`config.mk`:
```
export PLATFORM = sky130hd
export DESIGN_NAME = pulse_compressor
export DESIGN_NICKNAME = d
export VERILOG_FILES = /design/src/rtl/pulse_pkg.sv /design/src/rtl/pulse_compressor_lane.sv /design/src/rtl/pulse_compressor.sv
export SDC_FILE = /design/constraint.sdc
export NUM_CORES = 1
export LEC_CHECK = 0
export BUFFER_PORTS_ARGS = -buffer_cell sky130_fd_sc_hd__buf_2
export CORE_MARGIN = 3
export CORE_UTILIZATION = 35
export DETAILED_ROUTE_END_ITERATION = 8
export PLACE_DENSITY_LB_ADDON = 0.15
export REMOVE_ABC_BUFFERS = 1
export SETUP_SLACK_MARGIN = 0.2
export SYNTH_ARGS = -nofsm -noshare
export SYNTH_HDL_FRONTEND = slang
export SYNTH_SLANG_ARGS = --single-unit
```
`constraint.sdc`:
```
create_clock -name clk -period 1.25 [get_ports clk]
set_input_delay 0.25 -clock clk [delete_from_list [all_inputs] [get_ports clk]]
set_output_delay 0.25 -clock clk [all_outputs]
set_load 0.02 [all_outputs]
```
`src/rtl/pulse_pkg.sv`:
```
// Shared helpers for the pulse extender / compressor family.
package pulse_pkg;

   // Number of bits needed to hold the unsigned value `value` (minimum 1).
   function automatic int bit_len(input int value);
      int n;
      n = 1;
      for (int i = 1; i < 32; i++) begin
         if ((value >> i) != 0) n = i + 1;
      end
      return n;
   endfunction

endpackage

```
`src/rtl/pulse_compressor_lane.sv`:
```
// One lane of the pulse compressor: input synchronizer, stability filter that
// accepts a new level only after CYCLES consecutive synchronized cycles, and
// registered one-cycle rise/fall strobes on each accepted transition.
module pulse_compressor_lane
   import pulse_pkg::*;
#(
   parameter int CYCLES      = 100,
   parameter int SYNC_STAGES = 2
) (
   input  logic clk,
   input  logic reset,
   input  logic signal_i,
   output logic level_o,
   output logic rise_o,
   output logic fall_o
);

   localparam int                 BIT_LEN = bit_len(CYCLES);
   localparam logic [BIT_LEN-1:0] LAST    = BIT_LEN'(CYCLES - 1);

   logic [SYNC_STAGES-1:0] sync_d, sync_q;
   logic [BIT_LEN-1:0]     count_d, count_q;
   logic                   level_d, level_q;
   logic                   rise_d, rise_q;
   logic                   fall_d, fall_q;
   logic                   sync;

   assign sync = sync_q[SYNC_STAGES-1];

   // Shift the raw input through the synchronizer chain; stage 0 is the sampler.
   always_comb begin
      sync_d[0] = signal_i;
      for (int i = 1; i < SYNC_STAGES; i++) begin
         sync_d[i] = sync_q[i-1];
      end
   end

   // Stability filter: count cycles of disagreement, accept at CYCLES-1.
   always_comb begin
      // NOTE: every output gets a default first so no path leaves it unassigned
      // (which would infer a latch).
      count_d = count_q;
      level_d = level_q;
      rise_d  = 1'b0;
      fall_d  = 1'b0;
      if (sync == level_q) begin
         // Any return to the accepted level discards the partial count.
         count_d = '0;
      end else if (count_q == LAST) begin
         level_d = sync;
         count_d = '0;
         rise_d  = sync;
         fall_d  = ~sync;
      end else begin
         count_d = count_q + BIT_LEN'(1);
      end
   end

   // State registers with synchronous reset; everything clears to 0.
   always_ff @(posedge clk) begin
      // NOTE: non-blocking assignments so every flop samples pre-edge values,
      // independent of statement order.
      if (reset) begin
         sync_q  <= '0;
         count_q <= '0;
         level_q <= 1'b0;
         rise_q  <= 1'b0;
         fall_q  <= 1'b0;
      end else begin
         sync_q  <= sync_d;
         count_q <= count_d;
         level_q <= level_d;
         rise_q  <= rise_d;
         fall_q  <= fall_d;
      end
   end

   assign level_o = level_q;
   assign rise_o  = rise_q;
   assign fall_o  = fall_q;

endmodule

```
`src/rtl/pulse_compressor.sv`:
```
// Pulse compressor: WIDTH independent lanes turning slow, stretched or bouncy
// level inputs into a debounced level plus one-cycle rise/fall event strobes.
module pulse_compressor
   import pulse_pkg::*;
#(
   parameter int WIDTH       = 1,
   parameter int CYCLES      = 100,
   parameter int SYNC_STAGES = 2
) (
   input  logic             clk,
   input  logic             reset,
   input  logic [WIDTH-1:0] signal_i,
   output logic [WIDTH-1:0] level_o,
   output logic [WIDTH-1:0] rise_o,
   output logic [WIDTH-1:0] fall_o
);

   // One self-contained lane per input bit; lanes never interact.
   for (genvar g = 0; g < WIDTH; g++) begin : g_lane
      pulse_compressor_lane #(
         .CYCLES      (CYCLES),
         .SYNC_STAGES (SYNC_STAGES)
      ) u_lane (
         .clk      (clk),
         .reset    (reset),
         .signal_i (signal_i[g]),
         .level_o  (level_o[g]),
         .rise_o   (rise_o[g]),
         .fall_o   (fall_o[g])
      );
   end

endmodule

```
; ---- After elaboration in Yosys (flattened, before gate mapping)
; Index checks and enable logic that the tools add are counted.
[totals]
out_inout_bits = 3
in_bits = 3
word_cells = 14
register_bits = 12
[op_classes]
n_reduce_logical = 3
eq_ne = 2
n_bitwise = 3
addsub = 1
[op_table]
columns = cell, count
row1 = 7-bit by 1-bit adder with 7-bit output (second input constant), 1
row2 = 7-bit equality test (second input constant), 1
row3 = 3-bit OR reduction, 2
row4 = 1-bit inverter, 3
row5 = 2-bit AND reduction, 1
row6 = 1-bit equality test, 1

; ---- Logic depth before layout (Yosys ltp)
[depth]
word_depth = 3
depth_mapped = 4
mapped_depth_nobuf = 4

; ---- Least setup slack after synthesis
; OpenSTA, ideal clock, no wires.
[synth_path]
path_type = flip-flop to flip-flop
start = register g_lane[0].u_lane.count_q[0]
end = register g_lane[0].u_lane.count_q[5]
setup_ns = 0.066
required_ns = 1.184
stages_incl_launch_ff = 5
arrival_time_ns = 1.199
synth_period_minus_slack_ns = 1.265
slack_ns = -0.015
path_buffers = 0
cell_sequence = dfxtp_1 -> ha_1 -> and4bb_4 -> a211o_4 -> a21oi_2
[synth_between]
elab_chain_len = 2
elab_cells_between_ends = 3
cone_classes = 1 x add/sub / 1 x eq/ne / 1 x reduce/logical
[synth_rtl]
columns = item, line_no
row1 = from (decl), pulse_compressor_lane.sv:22  ; logic [BIT_LEN-1:0] count_d, count_q;
row2 = from (signal assigned), pulse_compressor_lane.sv:71  ; count_q <= count_d;
row3 = branches (longest 2 deep; another with 7-bit by 1-bit adder with 7-bit output), --
; Several ways; the timed one is not identified.
; A chain may end at the register's enable or synchronous reset.

; ---- Final worst setup path
[layout_path]
start = register g_lane[0].u_lane.count_q[0]
end = register g_lane[0].u_lane.count_q[3]
; Same word-level chain as after synthesis.

==> impl_metrics.tcl <==
set metrics [dict create \
    cpLargestDelayFamily "compound AO/OA/AOI/OAI gates" \
    max_cap_viol_count 0 \
    htreeDepth 1 \
    diodes 0 \
    clock_latency_ns 0.27 \
    power_frac_clock_pct 41.9 \
    clkTransAtPathRegs_ns 0.06 \
    post-route-util_pct 55.4 \
    slew_headroom_pct 74.6 \
    crit_arrival_ns 1.42 \
    cpPeakStageDelay_ns 0.36 \
    register_area_um2 246 \
    synth-seq-cells 12 \
    grt_pass1_vias 391 \
    gp_congestion 0.837 \
    yosys-top-cells-count "dfxtp_1, nor2_1, nand2_1, nand3_1, nor2b_1" \
    total_power_mw 0.699 \
    status "finished clean" \
    grt_pass1_wl_um 1630 \
    comb_power_share_pct 2.7 \
    seqPwrFrac_pct 55.4 \
    synth_cells 46 \
    synth-compound-area-share_pct 11.8 \
    synth.most_common_cell "dfxtp_1" \
    cp-end-kind "flip-flop" \
    ys.warnings.count 0 \
    max_freq_mhz 818 \
    fin_nets 66 \
    synth_area_leader_cell "dfxtp_1" \
    reg2reg_from "g_lane[0].u_lane.count_q[0]$_SDFF_PP0_" \
    whs_endpoint "g_lane[0].u_lane.sync_q[0]$_SDFF_PP0_" \
    die_w_um 42.9 \
    cp_cell_sequence "ha_4 -> and4bb_4 -> a211o_4 -> nor2_2" \
    cp-start-kind "flip-flop" \
    holdPathStages 2 \
    start_util_pct 40.1 \
    ctsLongestPathBuffers 2 \
    grt_overflow 0 \
    dp_hpwl_um 616 \
    swShare_pct 18.6 \
    final_max_slew_viol_count 0 \
    cts.sinks 12 \
    fin_crit_ns 1.22 \
    synth_top_family_by_area "simple AND/OR/NAND/NOR gates" \
    hold_violations 0 \
    synth_area_leaders "dfxtp_1, nor2_1, nor2b_1, a211o_4, xnor2_1" \
    multi_input_area_um2 273 \
    routed_wl_um 859 \
    synth_flop_cell "dfxtp_1" \
    worstSetupPathType "reg2reg" \
    synth_edf_count 0 \
    p_per_area_nw_per_um2 1060 \
    avgSynthCellArea_um2 10.3 \
    first_pass_iters 4 \
    ir_drop_v 0.00102 \
    synthMuxAreaShare_pct 2.11 \
    syn-cell-area_um2 475 \
    grt_max_degree 8 \
    cts_buffers 3 \
    whs_ns 0.190 \
    synthSimpleGateAreaFrac_pct 23.9 \
    fin_crit_sh_pct 97.8 \
    drt_iter0_drc 3 \
    num_vias 363 \
    drive_gt1_share_pct 52.5 \
    async_flop_share_pct 0 \
    p_int_mw 0.570 \
    timing.critical_path.buf_inv 0 \
    core_area_um2 1190 \
    vias_per_cell 4.84 \
    rrSetupSlack_ns 0.03 \
    drc 0 \
    rows 12 \
    tritoncts "built" \
    die_h_um 42.9 \
    io_buffers 5 \
    reg2regPathDepth 4 \
    cp_max_fo 6 \
    synth_cell_type_count 21 \
    p_switching_mw 0.130 \
    dp_cells 69 \
    ios 6 \
    dieArea_um2 1840 \
    reg2reg_to "g_lane[0].u_lane.count_q[3]$_SDFF_PP0_" \
    worst_slew_pin_slew_ns 0.378 \
    grt_usage_pct 12.0 \
    syn2layout_area_growth_pct 38.2 \
    cp.depth 4 \
    synthAdderAreaFrac_pct 2.63 \
    synthXorXnorAreaFrac_pct 7.37 \
    netlist.area_leader.share_pct 50.5 \
    crit_slowest_cell "a211o_4" \
    dpl_cell_area_um2 548 \
    root_buffer "clkbuf_4" \
    cp.required_ns 1.45 \
    fillers 102 \
    ant_nets 0 \
    wl_per_cell_um 11.5 \
    stdcell_area_um2 657 \
    hold_class "in2reg" \
    skew_ns 0.00636 \
    synth-seq-area-share_pct 50.5 \
    antenna_found_initial 0 \
    power_leakage_nw 0.237 \
    instances_no_fill 75 \
    setup_viol 0 \
    worstHoldStart "signal_i" \
    rsz0062_at_grt "yes" \
]
-- per-stage QoR --
stage | TNS, ns | worst slack, ns
finish | 0 | 0.0277
detailed placement | -0.0892 | -0.0404
CTS | 0 | 0.0192
global route | -0.0681 | -0.0238
floorplan | -0.0536 | -0.0154
global placement | -0.00520 | -0.00520
-- final cells by class --
cell class              instances  share of cell area, %
multi-input cells              32                   41.5
inverters                       2                   1.14
well taps                      14                   2.67
clock buffers                   4                   5.52
repair buffers                 11                   11.6
flip-flops and latches         12                   37.5
-- state kept, by name, indices dropped and copies added, names as in the netlist --
| signal | flops |
|---|---|
| g_lane.u_lane.sync_q | 2 |
| g_lane.u_lane.level_o | 1 |
| g_lane.u_lane.count_q | 7 |
| g_lane.u_lane.fall_o | 1 |
| g_lane.u_lane.rise_o | 1 |
-- cells by family after synthesis --
logic type | after synthesis
AO/OA/AOI/OAI | 6
flip-flops | 12
multiplexers | 1
XOR/XNOR | 4
buffers and inverters | 2
AND/OR/NAND/NOR | 20
adder cells (fa/ha/maj) | 1
-- worst max-delay path by stage --
stage / startpoint / endpoint / slack [ns]
5_1_grt: g_lane[0].u_lane.count_q[0]$_SDFF_PP0_ / g_lane[0].u_lane.count_q[5]$_SDFF_PP0_ / -0.02
3_3_place_gp: g_lane[0].u_lane.count_q[0]$_SDFF_PP0_ / g_lane[0].u_lane.count_q[3]$_SDFF_PP0_ / -0.005
4_1_cts: g_lane[0].u_lane.count_q[0]$_SDFF_PP0_ / g_lane[0].u_lane.count_q[1]$_SDFF_PP0_ / 0.02
2_1_floorplan: g_lane[0].u_lane.count_q[0]$_SDFF_PP0_ / g_lane[0].u_lane.count_q[5]$_SDFF_PP0_ / -0.02
6_report: g_lane[0].u_lane.count_q[0]$_SDFF_PP0_ / g_lane[0].u_lane.count_q[3]$_SDFF_PP0_ / 0.03
3_5_place_dp: g_lane[0].u_lane.count_q[0]$_SDFF_PP0_ / g_lane[0].u_lane.count_q[3]$_SDFF_PP0_ / -0.04
-- power by group through the flow --
stage                     Sequential [mW]  Clock [mW]  Combinational (mW)
final                               0.387       0.293              0.0192
after global routing                0.387       0.334              0.0214
after CTS                           0.389       0.306              0.0175
after detailed placement            0.397           0              0.0159
after global placement              0.397           0              0.0154
after floorplan                     0.397           0             0.00766
-- what timing repair did --
item,4_1_cts,5_1_grt
hold buffers,0,0
endpoints found under the hold margin,0,0
pin swaps,8,2
gates resized for setup,11,5
buffers inserted,1,1
setup endpoints to repair,11,11
-- layer usage --
metal	up-vias	track usage, %	part of all wire, %
met5	-	0	0
met3	2	8.05	6.1
li1	191	-	-
met2	9	19.2	50
met1	161	12.8	42
met4	0	3.11	1.3
-- cells in the final DEF, fill, tap and decap left out, drive strengths merged, types with 3 or more instances in the layout --
cell	count
nor2b	3
nand3	3
dfxtp	12
nor2	5
nand2	3
buf	11
clkbuf	4
Power figures use the tool's default switching activity.
